File: config.mk
export PLATFORM = sky130hd
export DESIGN_NAME = deinter_frame_sync_flat
export DESIGN_NICKNAME = d
export VERILOG_FILES = /design/src/rtl/deinter_frame_sync_if.sv /design/src/rtl/deinter_frame_sync.sv /design/src/flat_wrapper.sv
export SDC_FILE = /design/constraint.sdc
export NUM_CORES = 1
export LEC_CHECK = 0
export CORE_ASPECT_RATIO = 0.6
export CORE_UTILIZATION = 50
export CTS_BUF_LIST = sky130_fd_sc_hd__clkbuf_8
export DETAILED_ROUTE_END_ITERATION = 8
export GPL_ROUTABILITY_DRIVEN = 0
export GPL_TIMING_DRIVEN = 1
export PLACE_DENSITY = 0.73
export SLEW_MARGIN = 15
export SYNTH_ARGS = -nofsm -noshare
export SYNTH_HDL_FRONTEND = slang
export SYNTH_SLANG_ARGS = --single-unit
File: constraint.sdc
create_clock -name clk -period 6.3 [get_ports clk]
set_input_delay 1.26 -clock clk [delete_from_list [all_inputs] [get_ports clk]]
set_output_delay 1.26 -clock clk [all_outputs]
set_load 0.01 [all_outputs]
File: src/rtl/deinter_frame_sync_if.sv
// Symbol bus between the deinterleaver, the frame synchroniser and the
// downstream consumer.  The master side drives symbols in; the slave side
// (the synchroniser) returns framed symbols and lock status.
interface deinter_frame_sync_if;
   logic [10:0] data_in;
   logic        en_in;
   logic [10:0] data_out;
   logic        valid_out;
   logic        sof;
   logic [10:0] sym_idx;
   logic        locked;
   logic [7:0]  sync_err_cnt;

   modport master (
      output data_in,
      output en_in,
      input  data_out,
      input  valid_out,
      input  sof,
      input  sym_idx,
      input  locked,
      input  sync_err_cnt
   );

   modport slave (
      input  data_in,
      input  en_in,
      output data_out,
      output valid_out,
      output sof,
      output sym_idx,
      output locked,
      output sync_err_cnt
   );
endinterface

File: src/rtl/deinter_frame_sync.sv
// Frame synchroniser behind the deinterleaver.  Hunts for the sync word,
// confirms it recurs at the same frame position VERIFY_N more times, then
// flywheels through up to MISS_N-1 consecutive corrupted sync symbols.
// Only symbols of locked frames are flagged valid, tagged with their index.
module deinter_frame_sync #(
   parameter int          FRAME_LEN = 1536,
   parameter logic [10:0] SYNC_WORD = 11'h2B8,
   parameter int          VERIFY_N  = 2,
   parameter int          MISS_N    = 3
) (
   input logic                  clk,
   input logic                  rst,
   deinter_frame_sync_if.slave  bus
);

   typedef enum logic [1:0] {SEARCH, VERIFY, LOCK} state_t;

   localparam logic [10:0] LAST_POS   = 11'(FRAME_LEN - 1);
   localparam logic [7:0]  VERIFY_LIM = 8'(VERIFY_N);
   localparam logic [7:0]  MISS_LIM   = 8'(MISS_N);

   state_t      r_state;
   logic [10:0] r_pos;
   logic [7:0]  r_hitCnt;
   logic [7:0]  r_missCnt;
   logic [7:0]  r_errCnt;
   logic [10:0] r_dataOut;
   logic [10:0] r_symIdx;
   logic        r_validOut;
   logic        r_sof;
   logic        r_locked;

   state_t      w_nextState;
   logic [10:0] w_nextPos;
   logic [7:0]  w_nextHit;
   logic [7:0]  w_nextMiss;
   logic [7:0]  w_nextErr;
   logic [10:0] w_curPos;
   logic [10:0] w_posAdv;
   logic        w_isSync;
   logic        w_atSync;
   logic [7:0]  w_hitInc;
   logic [7:0]  w_missInc;

   // While searching, a candidate sync symbol is by definition frame position 0.
   assign w_curPos  = (r_state == SEARCH) ? 11'd0 : r_pos;
   assign w_posAdv  = (w_curPos == LAST_POS) ? 11'd0 : w_curPos + 11'd1;
   assign w_isSync  = (bus.data_in == SYNC_WORD);
   assign w_atSync  = (w_curPos == 11'd0);
   assign w_hitInc  = r_hitCnt + 8'd1;
   assign w_missInc = r_missCnt + 8'd1;

   // Next-state logic: nothing moves unless a symbol is accepted this cycle.
   always_comb begin
      w_nextState = r_state;
      w_nextPos   = r_pos;
      w_nextHit   = r_hitCnt;
      w_nextMiss  = r_missCnt;
      w_nextErr   = r_errCnt;
      if (bus.en_in) begin
         case (r_state)
            SEARCH: begin
               if (w_isSync) begin
                  w_nextState = VERIFY;
                  w_nextPos   = w_posAdv;
                  w_nextHit   = 8'd0;
               end
            end
            VERIFY: begin
               w_nextPos = w_posAdv;
               if (w_atSync) begin
                  if (w_isSync) begin
                     w_nextHit = w_hitInc;
                     if (w_hitInc >= VERIFY_LIM) begin
                        w_nextState = LOCK;
                        w_nextMiss  = 8'd0;
                     end
                  end else begin
                     w_nextState = SEARCH;
                     w_nextPos   = 11'd0;
                  end
               end
            end
            LOCK: begin
               w_nextPos = w_posAdv;
               if (w_atSync) begin
                  if (w_isSync) begin
                     w_nextMiss = 8'd0;
                  end else begin
                     w_nextMiss = w_missInc;
                     if (r_errCnt != 8'hFF) begin
                        w_nextErr = r_errCnt + 8'd1;
                     end
                     if (w_missInc >= MISS_LIM) begin
                        w_nextState = SEARCH;
                        w_nextPos   = 11'd0;
                     end
                  end
               end
            end
            default: begin
               w_nextState = SEARCH;
               w_nextPos   = 11'd0;
            end
         endcase
      end
   end

   // State, counters and the output register; valid/sof drop on idle cycles.
   always_ff @(posedge clk) begin
      if (rst) begin
         r_state    <= SEARCH;
         r_pos      <= 11'd0;
         r_hitCnt   <= 8'd0;
         r_missCnt  <= 8'd0;
         r_errCnt   <= 8'd0;
         r_dataOut  <= 11'd0;
         r_symIdx   <= 11'd0;
         r_validOut <= 1'b0;
         r_sof      <= 1'b0;
         r_locked   <= 1'b0;
      end else if (bus.en_in) begin
         r_state    <= w_nextState;
         r_pos      <= w_nextPos;
         r_hitCnt   <= w_nextHit;
         r_missCnt  <= w_nextMiss;
         r_errCnt   <= w_nextErr;
         r_dataOut  <= bus.data_in;
         r_symIdx   <= w_curPos;
         r_validOut <= (w_nextState == LOCK);
         r_sof      <= (w_nextState == LOCK) && w_atSync;
         r_locked   <= (w_nextState == LOCK);
      end else begin
         r_validOut <= 1'b0;
         r_sof      <= 1'b0;
      end
   end

   assign bus.data_out     = r_dataOut;
   assign bus.sym_idx      = r_symIdx;
   assign bus.valid_out    = r_validOut;
   assign bus.sof          = r_sof;
   assign bus.locked       = r_locked;
   assign bus.sync_err_cnt = r_errCnt;

endmodule

File: src/flat_wrapper.sv
// flat-port wrapper written by rule: the top's interface ports become plain ports
module deinter_frame_sync_flat 
#(
   parameter int          FRAME_LEN = 1536,
   parameter logic [10:0] SYNC_WORD = 11'h2B8,
   parameter int          VERIFY_N  = 2,
   parameter int          MISS_N    = 3
)
  (clk, rst, bus_data_in, bus_en_in, bus_data_out, bus_valid_out, bus_sof, bus_sym_idx, bus_locked, bus_sync_err_cnt);
  deinter_frame_sync_if bus_i ();
  input logic clk;
  input logic rst;
  input wire logic [$bits(bus_i.data_in)-1:0] bus_data_in;
  input wire logic [$bits(bus_i.en_in)-1:0] bus_en_in;
  output wire logic [$bits(bus_i.data_out)-1:0] bus_data_out;
  output wire logic [$bits(bus_i.valid_out)-1:0] bus_valid_out;
  output wire logic [$bits(bus_i.sof)-1:0] bus_sof;
  output wire logic [$bits(bus_i.sym_idx)-1:0] bus_sym_idx;
  output wire logic [$bits(bus_i.locked)-1:0] bus_locked;
  output wire logic [$bits(bus_i.sync_err_cnt)-1:0] bus_sync_err_cnt;
  assign bus_i.data_in = bus_data_in;
  assign bus_i.en_in = bus_en_in;
  assign bus_data_out = bus_i.data_out;
  assign bus_valid_out = bus_i.valid_out;
  assign bus_sof = bus_i.sof;
  assign bus_sym_idx = bus_i.sym_idx;
  assign bus_locked = bus_i.locked;
  assign bus_sync_err_cnt = bus_i.sync_err_cnt;
  deinter_frame_sync #(.FRAME_LEN(FRAME_LEN), .SYNC_WORD(SYNC_WORD), .VERIFY_N(VERIFY_N), .MISS_N(MISS_N)) u_core (.clk(clk), .rst(rst), .bus(bus_i));
endmodule
## Word-level counts from Yosys, hierarchy flattened

Cells that the tools add are included.

- Flip-flop bits (word level): 62
- Output and inout bits: 33
- Logic and storage cells: 67

- $add $sub $neg: 4
- Magnitude comparators: 2
- Equal/unequal tests: 11
- Muxes and demuxes: 28
- Bitwise gates (word level): 2
- Reductions and logical operators: 10

Operators by type and width:

| cell | count |
|---|---|
| 11-bit 2-to-1 mux | 8 |
| 8-bit 2-to-1 mux | 8 |
| 11-bit case mux with 3 select lines | 1 |
| 8-bit case mux with 2 select lines | 2 |
| 8-bit by 1-bit adder with 8-bit output (second input constant) | 3 |
| 8-bit by 2-bit >= comparator with 1-bit output (second input constant) | 2 |
| 2-bit 2-to-1 mux | 8 |
| 11-bit by 1-bit adder with 11-bit output (second input constant) | 1 |
| 11-bit by 10-bit equality test with 1-bit output (second input constant) | 1 |
| 11-bit equality test (second input constant) | 1 |
| 11-bit logical NOT | 1 |
| 2-bit by 1-bit != test with 1-bit output (second input constant) | 5 |
| 5-bit AND reduction | 2 |
| 8-bit != test (second input constant) | 1 |
| 2-bit case mux with 3 select lines | 1 |
| 6-bit AND reduction | 1 |
| 2-bit equality test (second input constant) | 2 |
| 2-bit nonzero test | 2 |
| 2-bit by 1-bit equality test with 1-bit output (second input constant) | 1 |
| 2-bit logical NOT | 1 |
| 1-bit inverter | 2 |
| 2-bit AND reduction | 1 |
| 2-bit OR reduction | 1 |
| 1-bit logical AND | 1 |

## Logic depth before layout (Yosys ltp)

Gate-level depths: netlist of run 1.

- Word-level depth: 9
- Depth in mapped cells: 13

## Worst setup path after synthesis of run 1

Ideal clock, no wire load.

- Path type: input to register
- Start point: input port bus_data_in[6]
- End point: register u_core.r_pos[3]
- Arrival time: 2.965 ns
- Required time: 6.207 ns
- Slack: 3.242 ns
- Stages on the path: 6
- Cells stage by stage: or4bb_1 or3_4 a21o_1 and4bb_2 nand4_1 o311ai_2

- Longest elaborated chain between the ends: 4
- Elaborated cells between the ends (all ways): 8
- Those cells by class: 2 x eq/ne; 5 x mux; 1 x reduce/logical

RTL lines:

| item | RTL line | source |
|---|---|---|
| start: declaration | flat_wrapper.sv:13 | `input wire logic [$bits(bus_i.data_in)-1:0] bus_data_in;` |
| 11-bit by 10-bit equality test with 1-bit output (*) | deinter_frame_sync.sv:48 | `assign w_isSync = (bus.data_in == SYNC_WORD);` |
| 11-bit 2-to-1 mux, on equally long branches | deinter_frame_sync.sv:87, deinter_frame_sync.sv:72 |  |
| 11-bit 2-to-1 mux, on equally long branches | deinter_frame_sync.sv:86, deinter_frame_sync.sv:71 |  |
| 11-bit case mux with 3 select lines | deinter_frame_sync.sv:61 | `case (r_state)` |
| end signal: assignment | deinter_frame_sync.sv:124 | `r_pos <= w_nextPos;` |
| end: declaration | deinter_frame_sync.sv:23 | `logic [10:0] r_pos;` |

Mark *: on every way between the ends. The rest lies on a longest branch, timed or not.
A chain may end at the register's enable or synchronous reset.

## Worst setup path in the final report of run 1

- Start point: register u_core.r_state[0]
- End point: register u_core.r_errCnt[7] (netlist: u_core.bus.sync_err_cnt[7])

- Longest elaborated chain between the ends: 4
- Elaborated cells between the ends (all ways): 5
- Those cells by class: 1 x eq/ne; 1 x mux; 3 x reduce/logical

RTL lines:

| item | RTL line | source |
|---|---|---|
| start: declaration | deinter_frame_sync.sv:22 | `state_t r_state;` |
| start signal: assignment | deinter_frame_sync.sv:123 | `r_state <= w_nextState;` |
| 2-bit logical NOT | deinter_frame_sync.sv:46 | `assign w_curPos = (r_state == SEARCH) ? 11'd0 : r_pos;` |
| 11-bit 2-to-1 mux | deinter_frame_sync.sv:46 |  |
| 11-bit logical NOT | deinter_frame_sync.sv:49 | `assign w_atSync = (w_curPos == 11'd0);` |
| 5-bit AND reduction (no line) (*) | - |  |
| end signal: assignment | deinter_frame_sync.sv:127 | `r_errCnt <= w_nextErr;` |
| end: declaration | deinter_frame_sync.sv:26 | `logic [7:0] r_errCnt;` |

Marks and branches as above.

==> impl_results.html, run 1 <==
<table>
<tr><th>Metric</th><th>Value</th></tr>
<tr><th colspan="2">Run status</th></tr>
<tr><td>Run status</td><td>finished clean</td></tr>
<tr><th colspan="2">Critical path</th></tr>
<tr><td>Crit path kind</td><td>flop to flop</td></tr>
<tr><td>Highest net fanout along the worst path</td><td>17</td></tr>
<tr><td>Longest individual stage delay on the worst path</td><td>770 ps</td></tr>
<tr><td>List of cells traversed by the critical path</td><td>inv_1, ha_1, inv_1, nand2_1, ha_1, nor4b_2, a32oi_2, nor4b_2, nand4_1, xor2_1, nor2_1</td></tr>
<tr><td>Required arrival time at the worst endpoint</td><td>6510 ps</td></tr>
<tr><td>Register-to-register setup slack</td><td>2510 ps</td></tr>
<tr><td>Worst path slowest cell</td><td>sky130_fd_sc_hd__nor4b_2</td></tr>
<tr><td>Launching element of the worst setup path</td><td>u_core.r_state[0]$_SDFFE_PP0P_</td></tr>
<tr><td>Sort of element at the start of the critical path</td><td>flop</td></tr>
<tr><td>R2r worst-path depth</td><td>11</td></tr>
<tr><td>Endpoint class of the critical path</td><td>flop</td></tr>
<tr><td>CP Capture Point</td><td>u_core.bus.sync_err_cnt[7]$_SDFFE_PP0P_</td></tr>
<tr><td>Arrival @ worst endpoint</td><td>between 4000 and 5000 ps</td></tr>
<tr><td>Reg2Reg Launch Point</td><td>u_core.r_state[0]$_SDFFE_PP0P_</td></tr>
<tr><td>Worst reg2reg endpoint</td><td>u_core.bus.sync_err_cnt[7]$_SDFFE_PP0P_</td></tr>
<tr><th colspan="2">Drt</th></tr>
<tr><td>Final routed wirelength across all metal layers</td><td>8225 um</td></tr>
<tr><td>Routed wire length per instance</td><td>15.91 um</td></tr>
<tr><td>Vias/cell</td><td>6.027</td></tr>
<tr><td>Remaining design rule violation count</td><td>0</td></tr>
<tr><td>1st-iter DRT viols</td><td>slightly below 300</td></tr>
<tr><td>Number of vias in the routed layout</td><td>3,116</td></tr>
<tr><td>Drt first pass iters</td><td>5</td></tr>
<tr><td>ANT nets after route</td><td>0</td></tr>
<tr><th colspan="2">STA</th></tr>
<tr><td>Transition time of the tightest slew-check pin</td><td>799.9 ps</td></tr>
<tr><td>Worst-case headroom to the max-slew limit</td><td>46.53%</td></tr>
<tr><td>Share of the clock period used by the worst path</td><td>60.18%</td></tr>
<tr><td>Maximum clock rate</td><td>263.7 MHz</td></tr>
<tr><td>Accumulated negative setup slack</td><td>0 ps</td></tr>
<tr><td>Finish-stage setup viols</td><td>0</td></tr>
<tr><td>Setup repair after global routing missed its margin</td><td>false</td></tr>
<tr><td>Final Hold Viols</td><td>0</td></tr>
<tr><td>Final worst path period need</td><td>3792 ps</td></tr>
<tr><td>Number of max-slew violations in the final report</td><td>0</td></tr>
<tr><td>Worst clock skew</td><td>between 6 and 7 ps</td></tr>
<tr><th colspan="2">Synthesis</th></tr>
<tr><td>Async SR Flop Fraction</td><td>0%</td></tr>
<tr><td>Post-Synthesis Net Count</td><td>slightly above 400</td></tr>
<tr><td>Cell count after synthesis</td><td>roughly 390</td></tr>
<tr><td>Most used DFF post-synth</td><td>sky130_fd_sc_hd__dfxtp_1</td></tr>
<tr><td>Number of enable flip-flop cells after synthesis</td><td>0</td></tr>
<tr><td>Post-synthesis area per instance</td><td>8.587 um2</td></tr>
<tr><td>Number of synthesized register bits</td><td>62</td></tr>
<tr><td>Share of synthesized area occupied by flip-flops and latches</td><td>between 30 and 40%</td></tr>
<tr><td>Netlist cell types</td><td>64</td></tr>
<tr><td>Cell area after synthesis</td><td>~0.0033 mm2</td></tr>
<tr><td>Warnings from Yosys</td><td>0</td></tr>
<tr><th colspan="2">Worst hold path</th></tr>
<tr><td>Origin of the worst min-delay path</td><td>u_core.bus.sym_idx[6]$_SDFFE_PP0P_</td></tr>
<tr><td>Path category of the worst min-delay check</td><td>flop to flop</td></tr>
<tr><th colspan="2">Cells and area</th></tr>
<tr><td>Highest-count cells in the layout ignoring fill and taps</td><td>62 x sky130_fd_sc_hd__dfxtp_1, 49 x sky130_fd_sc_hd__nor2_1, 45 x sky130_fd_sc_hd__clkdlybuf4s50_1</td></tr>
<tr><td>ANT cells</td><td>0</td></tr>
<tr><td>Layout Nets</td><td>454</td></tr>
<tr><td>Number of non-filler instances in the completed layout</td><td>a little over 500</td></tr>
<tr><td>Layout cell share with drive strength beyond 1</td><td>slightly below 10%</td></tr>
<tr><td>Number of filler instances in the final layout</td><td>543</td></tr>
<tr><td>Leading cell type in the layout, fill and taps excluded</td><td>sky130_fd_sc_hd__dfxtp_1</td></tr>
<tr><td>Area added between synthesis and finish</td><td>22.06%</td></tr>
<tr><th colspan="2">Clock tree</th></tr>
<tr><td>Clock tree from TritonCTS</td><td>yes</td></tr>
<tr><td>CTS sink count</td><td>62</td></tr>
<tr><td>Post-CTS Setup Bufs</td><td>0</td></tr>
<tr><td>Clock latency reported for the late side of the worst-skew pair</td><td>340 ps</td></tr>
<tr><td>Number of buffers inserted during clock tree synthesis</td><td>9</td></tr>
<tr><td>Clock tree root driver cell</td><td>sky130_fd_sc_hd__clkbuf_8</td></tr>
<tr><td>Total of cells resized after clock tree synthesis</td><td>0</td></tr>
<tr><td>Post-CTS Hold Buffers</td><td>0</td></tr>
<tr><td>Clock Tree Buf Depth</td><td>2</td></tr>
<tr><td>Level count of the clock H-tree</td><td>3</td></tr>
<tr><td>Clock slew at reported path FFs</td><td>70 ps</td></tr>
<tr><th colspan="2">Placed design</th></tr>
<tr><td>Port Buffer Count</td><td>46</td></tr>
<tr><td>Count of placed standard cells including taps</td><td>502</td></tr>
<tr><td>HPWL after DPL</td><td>5667 um</td></tr>
<tr><th colspan="2">Global route</th></tr>
<tr><td>Maximum number of pins on one net before global-route repair</td><td>54</td></tr>
<tr><td>Wire length of the first global-routing pass</td><td>about 14,000 um</td></tr>
<tr><td>All-Layer GR Usage</td><td>25.44%</td></tr>
<tr><td>Remaining Overflow, GRT</td><td>0</td></tr>
<tr><td>Vias in the first global route</td><td>2,811</td></tr>
<tr><td>Initial antenna violation count</td><td>0</td></tr>
<tr><th colspan="2">Floorplanning</th></tr>
<tr><td>Die Y-Extent</td><td>65.15 um</td></tr>
<tr><td># rows</td><td>22</td></tr>
<tr><td>Horizontal extent of the die</td><td>about 110 um</td></tr>
<tr><td>I/O pin cnt</td><td>47</td></tr>
<tr><td>Area of the core</td><td>~0.0062 mm2</td></tr>
<tr><td>Initial cell density of the core</td><td>53.18%</td></tr>
<tr><td>Overall die area</td><td>0.006987 mm2</td></tr>
<tr><th colspan="2">Pwr</th></tr>
<tr><td>Power per cell area</td><td>approximately 210 mW/mm2</td></tr>
<tr><td>Total leakage power</td><td>1.526 nW</td></tr>
<tr><td>Peak supply drop</td><td>0.0001617 V</td></tr>
<tr><th colspan="2">Run</th></tr>
<tr><td>Max_cap viols</td><td>0</td></tr>
</table>
[layer usage]
| metal | part of all wire [%] | GRT usage, % | routed length [um] |
|---|---|---|---|
| met1 | 50 | 36.19 | 4127 |
| met2 | 42 | 35.65 | 3451 |
| met3 | 7.1 | 8.829 | 587 |
| met4 | 0.72 | 8.048 | 59 |
| met5 | 0 | 0 | 0 |
[critical path, delay by kind of cell (launching register included)]
kind                     cells  cell delay, ps
AO/OA/AOI/OAI                1             270
XOR/XNOR                     1             180
adder cells (fa/ha/maj)      2             810
buffers and inverters        2             490
flip-flops                   1             360
AND/OR/NAND/NOR              5            1540
[Yosys cell counts (all sizes together) (5+ instances only)]
cell     n  area, um2
or3      5      36.28
nand4   17      106.4
xor2     7      61.31
o221a    6      67.56
xnor2    5      43.79
and2     5      32.53
clkbuf  16      60.06
and3    10      62.56
ha      11      137.6
nor2    51      201.5
a31oi    5      31.28
mux2i   21      210.2
inv     10      37.54
nand2   31      116.4
o21ai   11      55.05
nor2b   15      93.84
a21oi   21      105.1
nor3    10      55.05
dfxtp   62       1241
nand3   15      75.07
[final cells by class]
| cell class | instances | area [um2] | area share [%] |
|---|---|---|---|
| clock inverters | 4 | 70.07 | 1.727 |
| flip-flops and latches | 62 | 1241 | 30.60 |
| multi-input cells | 296 | 1973 | 48.64 |
| inverters | 12 | 45.04 | 1.110 |
| clock buffers | 11 | 151.4 | 3.732 |
| well taps | 84 | 105.1 | 2.591 |
| repair buffers | 48 | 470.5 | 11.60 |
[state kept, by name (all words and copies together), names as in the netlist]
name and cells:
u_core.bus.sof 1, u_core.r_hitCnt 8, u_core.r_state 2, u_core.r_missCnt 8, u_core.r_pos 11, u_core.bus.valid_out 1, u_core.bus.locked 1, u_core.bus.sync_err_cnt 8
u_core.bus.sym_idx 11, u_core.bus.data_out 11
[worst min path at each step]
stage	endpoint	cells past startpoint
3_5_place_dp	u_core.bus.sym_idx[6]$_SDFFE_PP0P_	2
3_3_place_gp	u_core.bus.sym_idx[6]$_SDFFE_PP0P_	2
2_1_floorplan	u_core.r_pos[1]$_SDFFE_PP0P_	2
5_1_grt	u_core.bus.sym_idx[6]$_SDFFE_PP0P_	2
6_report	u_core.bus.sym_idx[6]$_SDFFE_PP0P_	2
4_1_cts	u_core.bus.sym_idx[6]$_SDFFE_PP0P_	2
[through the flow]
| stage | total power [mW] | hold slack [ps] | util [%] | worst slack (ps) | cell area, um2 |
|---|---|---|---|---|---|
| after floorplan | 0.4269 | 440.5 | - | 3242 | 3323 |
| after global placement | 0.4485 | 454.2 | 61.37 | 2497 | 3835 |
| after detailed placement | 0.4487 | 464.9 | 61.37 | 2425 | 3835 |
| after CTS | 0.8416 | 478.4 | 64.92 | 2513 | 4056 |
| after global routing | 0.8651 | 482.9 | 64.92 | 2122 | 4056 |
| final | 0.8341 | 477.8 | 64.92 | 2508 | 4056 |
[cell families (layout without fill, tap and decap cells)]
family,count (synthesis),after routing,synth area share [%]
and+or+nand+nor,177,177,28.73
AOI/OAI and AO/OA,73,73,16.34
DFF,62,62,37.35
buffers and inverters,29,75,3.276
muxes,23,23,7.003
xor gates and xnor gates,12,12,3.163
adders and majority gates,11,11,4.142
[where the power goes]
| group | switching, mW | total, mW | leakage [nW] | internal [mW] |
|---|---|---|---|---|
| clock | 0.154 | 0.394 | 0.115 | 0.241 |
| sequential | 0.00220 | 0.398 | 0.501 | 0.396 |
| combinational | 0.0211 | 0.0416 | 0.910 | 0.0205 |
| total | 0.177 | 0.834 | 1.53 | 0.657 |
Power figures use the tool's default switching activity.
==> run 2: changes to the inputs <==
--- a/config.mk
+++ b/config.mk
@@ -11,7 +11,7 @@
 export DETAILED_ROUTE_END_ITERATION = 8
 export GPL_ROUTABILITY_DRIVEN = 0
 export GPL_TIMING_DRIVEN = 1
-export PLACE_DENSITY = 0.73
+export PLACE_DENSITY = 0.76
 export SLEW_MARGIN = 15
 export SYNTH_ARGS = -nofsm -noshare
 export SYNTH_HDL_FRONTEND = slang
==> constraint.sdc (replaced) <==
create_clock -name clk -period 3.3 [get_ports clk]
set_input_delay 0.66 -clock clk [delete_from_list [all_inputs] [get_ports clk]]
set_output_delay 0.66 -clock clk [all_outputs]
set_load 0.01 [all_outputs]
==> impl_results.html, run 2 (synthesis results as in run 1) <==
<table>
<tr><th>Metric</th><th>Value</th></tr>
<tr><th colspan="2">Critical path</th></tr>
<tr><td>Number of buffer and inverter stages on the critical path</td><td>3 (+1)</td></tr>
<tr><td>Instance count on the critical path</td><td>12 (+1)</td></tr>
<tr><td>Longest individual stage delay on the worst path</td><td>480 ps (-290 ps)</td></tr>
<tr><td>CP Capture Point</td><td>u_core.r_pos[7]$_SDFFE_PP0P_</td></tr>
<tr><td>Highest net fanout along the worst path</td><td>5 (-12)</td></tr>
<tr><td>List of cells traversed by the critical path</td><td>inv_1, ha_1, inv_1, nand2_1, inv_1, ha_1, nand3_1, nor3_1, nand4_1, and4bb_2, a31oi_1, mux2i_1</td></tr>
<tr><td>Worst path top cell family by delay</td><td>simple AND/OR/NAND/NOR gates</td></tr>
<tr><td>Endpoint class of the critical path</td><td>flop</td></tr>
<tr><td>Launching element of the worst setup path</td><td>u_core.r_state[0]$_SDFFE_PP0P_</td></tr>
<tr><td>Crit path top cell by count</td><td>sky130_fd_sc_hd__inv_1</td></tr>
<tr><td>Crit path kind</td><td>flop to flop</td></tr>
<tr><td>Reg2Reg Launch Point</td><td>u_core.r_state[0]$_SDFFE_PP0P_</td></tr>
<tr><td>Sort of element at the start of the critical path</td><td>flop</td></tr>
<tr><td>R2r worst-path depth</td><td>12 (+1)</td></tr>
<tr><td>Arrival @ worst endpoint</td><td>3330 ps (-680 ps)</td></tr>
<tr><td>Worst path slowest cell</td><td>sky130_fd_sc_hd__nor3_1</td></tr>
<tr><td>Required arrival time at the worst endpoint</td><td>3530 ps (-2980 ps)</td></tr>
<tr><td>Worst reg2reg endpoint</td><td>u_core.r_pos[7]$_SDFFE_PP0P_</td></tr>
<tr><td>Register-to-register setup slack</td><td>200 ps (-2310 ps)</td></tr>
<tr><th colspan="2">Worst hold path</th></tr>
<tr><td>Path category of the worst min-delay check</td><td>flop to flop</td></tr>
<tr><th colspan="2">Clock tree</th></tr>
<tr><td>Clock tree from TritonCTS</td><td>yes</td></tr>
<tr><td>Number of buffers inserted during clock tree synthesis</td><td>9 (unchanged)</td></tr>
<tr><td>Level count of the clock H-tree</td><td>3 (unchanged)</td></tr>
<tr><td>Clock tree root driver cell</td><td>sky130_fd_sc_hd__clkbuf_8</td></tr>
<tr><td>Clock slew at reported path FFs</td><td>70 ps (about the same)</td></tr>
<tr><td>Clock Tree Buf Depth</td><td>2 (unchanged)</td></tr>
<tr><td>Post-CTS Setup Bufs</td><td>0 (unchanged)</td></tr>
<tr><td>CTS sink count</td><td>62 (unchanged)</td></tr>
<tr><td>Clock latency reported for the late side of the worst-skew pair</td><td>340 ps (about the same)</td></tr>
<tr><td>Post-CTS Hold Buffers</td><td>0 (unchanged)</td></tr>
<tr><td>Total of cells resized after clock tree synthesis</td><td>0 (unchanged)</td></tr>
<tr><th colspan="2">Placed design</th></tr>
<tr><td>HPWL after DPL</td><td>6014 um (+6.1%)</td></tr>
<tr><td>Post-Place Setup Slack</td><td>195.7 ps (-2229 ps)</td></tr>
<tr><td>Port Buffer Count</td><td>46 (unchanged)</td></tr>
<tr><th colspan="2">Floorplanning</th></tr>
<tr><td>Die Y-Extent</td><td>65.15 um (unchanged)</td></tr>
<tr><td>Horizontal extent of the die</td><td>107.3 um (unchanged)</td></tr>
<tr><td># rows</td><td>22 (unchanged)</td></tr>
<tr><td>I/O pin cnt</td><td>47 (unchanged)</td></tr>
<tr><td>Initial cell density of the core</td><td>53.18% (unchanged)</td></tr>
<tr><td>Area of the core</td><td>0.006248 mm2 (unchanged)</td></tr>
<tr><td>Overall die area</td><td>0.006987 mm2 (unchanged)</td></tr>
<tr><th colspan="2">Cells and area</th></tr>
<tr><td>Leading cell type in the layout, fill and taps excluded</td><td>sky130_fd_sc_hd__dfxtp_1</td></tr>
<tr><td>Area added between synthesis and finish</td><td>25.56%</td></tr>
<tr><td>Layout cell share with drive strength beyond 1</td><td>12.72% (+3.0 points)</td></tr>
<tr><td>Highest-count cells in the layout ignoring fill and taps</td><td>62 x sky130_fd_sc_hd__dfxtp_1, 49 x sky130_fd_sc_hd__nor2_1, 45 x sky130_fd_sc_hd__clkdlybuf4s50_1</td></tr>
<tr><td>Layout Nets</td><td>468 (+3.1%)</td></tr>
<tr><td>ANT cells</td><td>0 (unchanged)</td></tr>
<tr><td>Number of filler instances in the final layout</td><td>507 (-6.6%)</td></tr>
<tr><th colspan="2">Run</th></tr>
<tr><td>Max_cap viols</td><td>0 (unchanged)</td></tr>
<tr><th colspan="2">STA</th></tr>
<tr><td>Setup repair after global routing missed its margin</td><td>false</td></tr>
<tr><td>Finish-stage setup viols</td><td>0 (unchanged)</td></tr>
<tr><td>Worst clock skew</td><td>5.913 ps (-0.2905 ps)</td></tr>
<tr><td>Final Hold Viols</td><td>0 (unchanged)</td></tr>
<tr><td>Final worst-path setup slack</td><td>197.6 ps (-2311 ps)</td></tr>
<tr><td>Maximum clock rate</td><td>322.3 MHz (+22%)</td></tr>
<tr><td>Final worst path period need</td><td>3102 ps (-689.1 ps)</td></tr>
<tr><td>Transition time of the tightest slew-check pin</td><td>542.7 ps (-257.2 ps)</td></tr>
<tr><td>Number of max-slew violations in the final report</td><td>0 (unchanged)</td></tr>
<tr><td>Share of the clock period used by the worst path</td><td>94.01% (+34 points)</td></tr>
<tr><td>Accumulated negative setup slack</td><td>0 ps (unchanged)</td></tr>
<tr><td>Worst-case headroom to the max-slew limit</td><td>63.82% (+17 points)</td></tr>
<tr><th colspan="2">Drt</th></tr>
<tr><td>Highest routed layer</td><td>met4</td></tr>
<tr><td>Drt first pass iters</td><td>4 (-1)</td></tr>
<tr><td>1st-iter DRT viols</td><td>249 (-16%)</td></tr>
<tr><td>Vias/cell</td><td>5.846 (-3.0%)</td></tr>
<tr><td>Number of vias in the routed layout</td><td>3,110 (-0.19%)</td></tr>
<tr><td>ANT nets after route</td><td>0 (unchanged)</td></tr>
<tr><td>Met3 Routed Length</td><td>566 um (-3.6%)</td></tr>
<tr><td>Met1 Routed Length</td><td>4274 um (+3.6%)</td></tr>
<tr><td>Remaining design rule violation count</td><td>0 (unchanged)</td></tr>
<tr><td>Met2 wirelength from detailed routing</td><td>3708 um (+7.4%)</td></tr>
<tr><td>Routed wire length per instance</td><td>16.27 um (+2.3%)</td></tr>
<tr><td>Final routed wirelength across all metal layers</td><td>8656 um (+5.2%)</td></tr>
<tr><th colspan="2">Global route</th></tr>
<tr><td>Initial antenna violation count</td><td>0 (unchanged)</td></tr>
<tr><td>Maximum number of pins on one net before global-route repair</td><td>35 (-35%)</td></tr>
<tr><td>Wire length of the first global-routing pass</td><td>14,220 um (+3.6%)</td></tr>
<tr><td>Remaining Overflow, GRT</td><td>0 (unchanged)</td></tr>
<tr><td>Vias in the first global route</td><td>2,951 (+5.0%)</td></tr>
<tr><td>All-Layer GR Usage</td><td>26.48% (+1.0 points)</td></tr>
<tr><th colspan="2">Pwr</th></tr>
<tr><td>Portion of total power attributed to combinational logic</td><td>5.2% (+0.2 points)</td></tr>
<tr><td>Fraction of power consumed by the clock network</td><td>48.0% (+0.7 points)</td></tr>
<tr><td>Peak supply drop</td><td>0.0003147 V (+95%)</td></tr>
<tr><td>Total leakage power</td><td>1.596 nW (+4.6%)</td></tr>
<tr><td>Switching power</td><td>359.5 uW (+100%)</td></tr>
<tr><td>Sequential share of power</td><td>46.8% (-0.9 points)</td></tr>
<tr><td>Cell internal pwr</td><td>1.264 mW (+92%)</td></tr>
<tr><td>Overall power</td><td>1.623 mW (+95%)</td></tr>
<tr><td>Power per cell area</td><td>389.0 mW/mm2 (+89%)</td></tr>
<tr><td>Switching fraction of total power</td><td>22.15% (+0.95 points)</td></tr>
<tr><th colspan="2">Run status</th></tr>
<tr><td>Run status</td><td>finished clean</td></tr>
</table>
==> run 2: changes by cell type in the layout (fill, tap and decap cells not counted), sizes merged <==
cell | previous run | this run
buf | 3 | 17
clkinvlp | 0 | 1
==> run 2: worst min-delay path: cells and delay by family, from the launching register on <==
family          cells  cell delay (ps)
simple gates        1               60
flops               1              310
compound gates      1               50
==> run 2: area by class of cell <==
cell class | count | area [um2] | area share [%]
multi-input combinational | 296 | 1973 | 47.29
inverter | 12 | 45.04 | 1.079
clock buffer | 11 | 151.4 | 3.628
tap | 84 | 105.1 | 2.519
clock inverter | 5 | 81.33 | 1.949
sequential | 62 | 1241 | 29.75
timing repair buffer | 62 | 575.6 | 13.79
==> run 2: worst min path at each step <==
stage | depth (start not counted) | to | from
floorplan | 2 | u_core.r_pos[1]$_SDFFE_PP0P_ | u_core.r_pos[1]$_SDFFE_PP0P_
global placement | 2 | u_core.bus.sym_idx[9]$_SDFFE_PP0P_ | u_core.bus.sym_idx[9]$_SDFFE_PP0P_
detailed placement | 2 | u_core.bus.sym_idx[6]$_SDFFE_PP0P_ | u_core.bus.sym_idx[6]$_SDFFE_PP0P_
CTS | 2 | u_core.bus.sym_idx[6]$_SDFFE_PP0P_ | u_core.bus.sym_idx[6]$_SDFFE_PP0P_
global route | 2 | u_core.bus.sym_idx[6]$_SDFFE_PP0P_ | u_core.bus.sym_idx[6]$_SDFFE_PP0P_
finish | 2 | u_core.bus.sym_idx[6]$_SDFFE_PP0P_ | u_core.bus.sym_idx[6]$_SDFFE_PP0P_
==> run 2: metal layers <==
layer / global-route usage, % / up-vias
met3: 6.647 / 11
met1: 36.06 / 1472
li1: - / 1526
met5: 0 / -
met2: 40.56 / 101
met4: 10.10 / 0
==> run 2: through the flow <==
step / std cells / utilization [%] / hold slack, ps / area (um2)
floorplan: 387 / - / 440.5 / 3323
global placement: 512 / 62.58 / 453.4 / 3910
detailed placement: 512 / 62.58 / 459.8 / 3910
CTS: 528 / 66.30 / 470.7 / 4143
global route: 532 / 66.78 / 480.8 / 4173
finish: 532 / 66.78 / 467.8 / 4173
==> run 2: power groups by stage <==
stage / Combinational (mW) / Sequential, mW / Clock, mW
after floorplan: 0.0346 / 0.780 / 0
after global placement: 0.0821 / 0.777 / 0
after detailed placement: 0.0836 / 0.777 / 0
after CTS: 0.0842 / 0.760 / 0.785
after global routing: 0.0900 / 0.760 / 0.822
final: 0.0842 / 0.760 / 0.779
==> run 3: changes to the inputs <==
--- a/config.mk
+++ b/config.mk
@@ -12,7 +12,6 @@
 export GPL_ROUTABILITY_DRIVEN = 0
 export GPL_TIMING_DRIVEN = 1
 export PLACE_DENSITY = 0.76
-export SLEW_MARGIN = 15
 export SYNTH_ARGS = -nofsm -noshare
 export SYNTH_HDL_FRONTEND = slang
 export SYNTH_SLANG_ARGS = --single-unit
==> results of run 3 <==
Same layout as run 2: the final DEF is identical, and so are final timing and power.
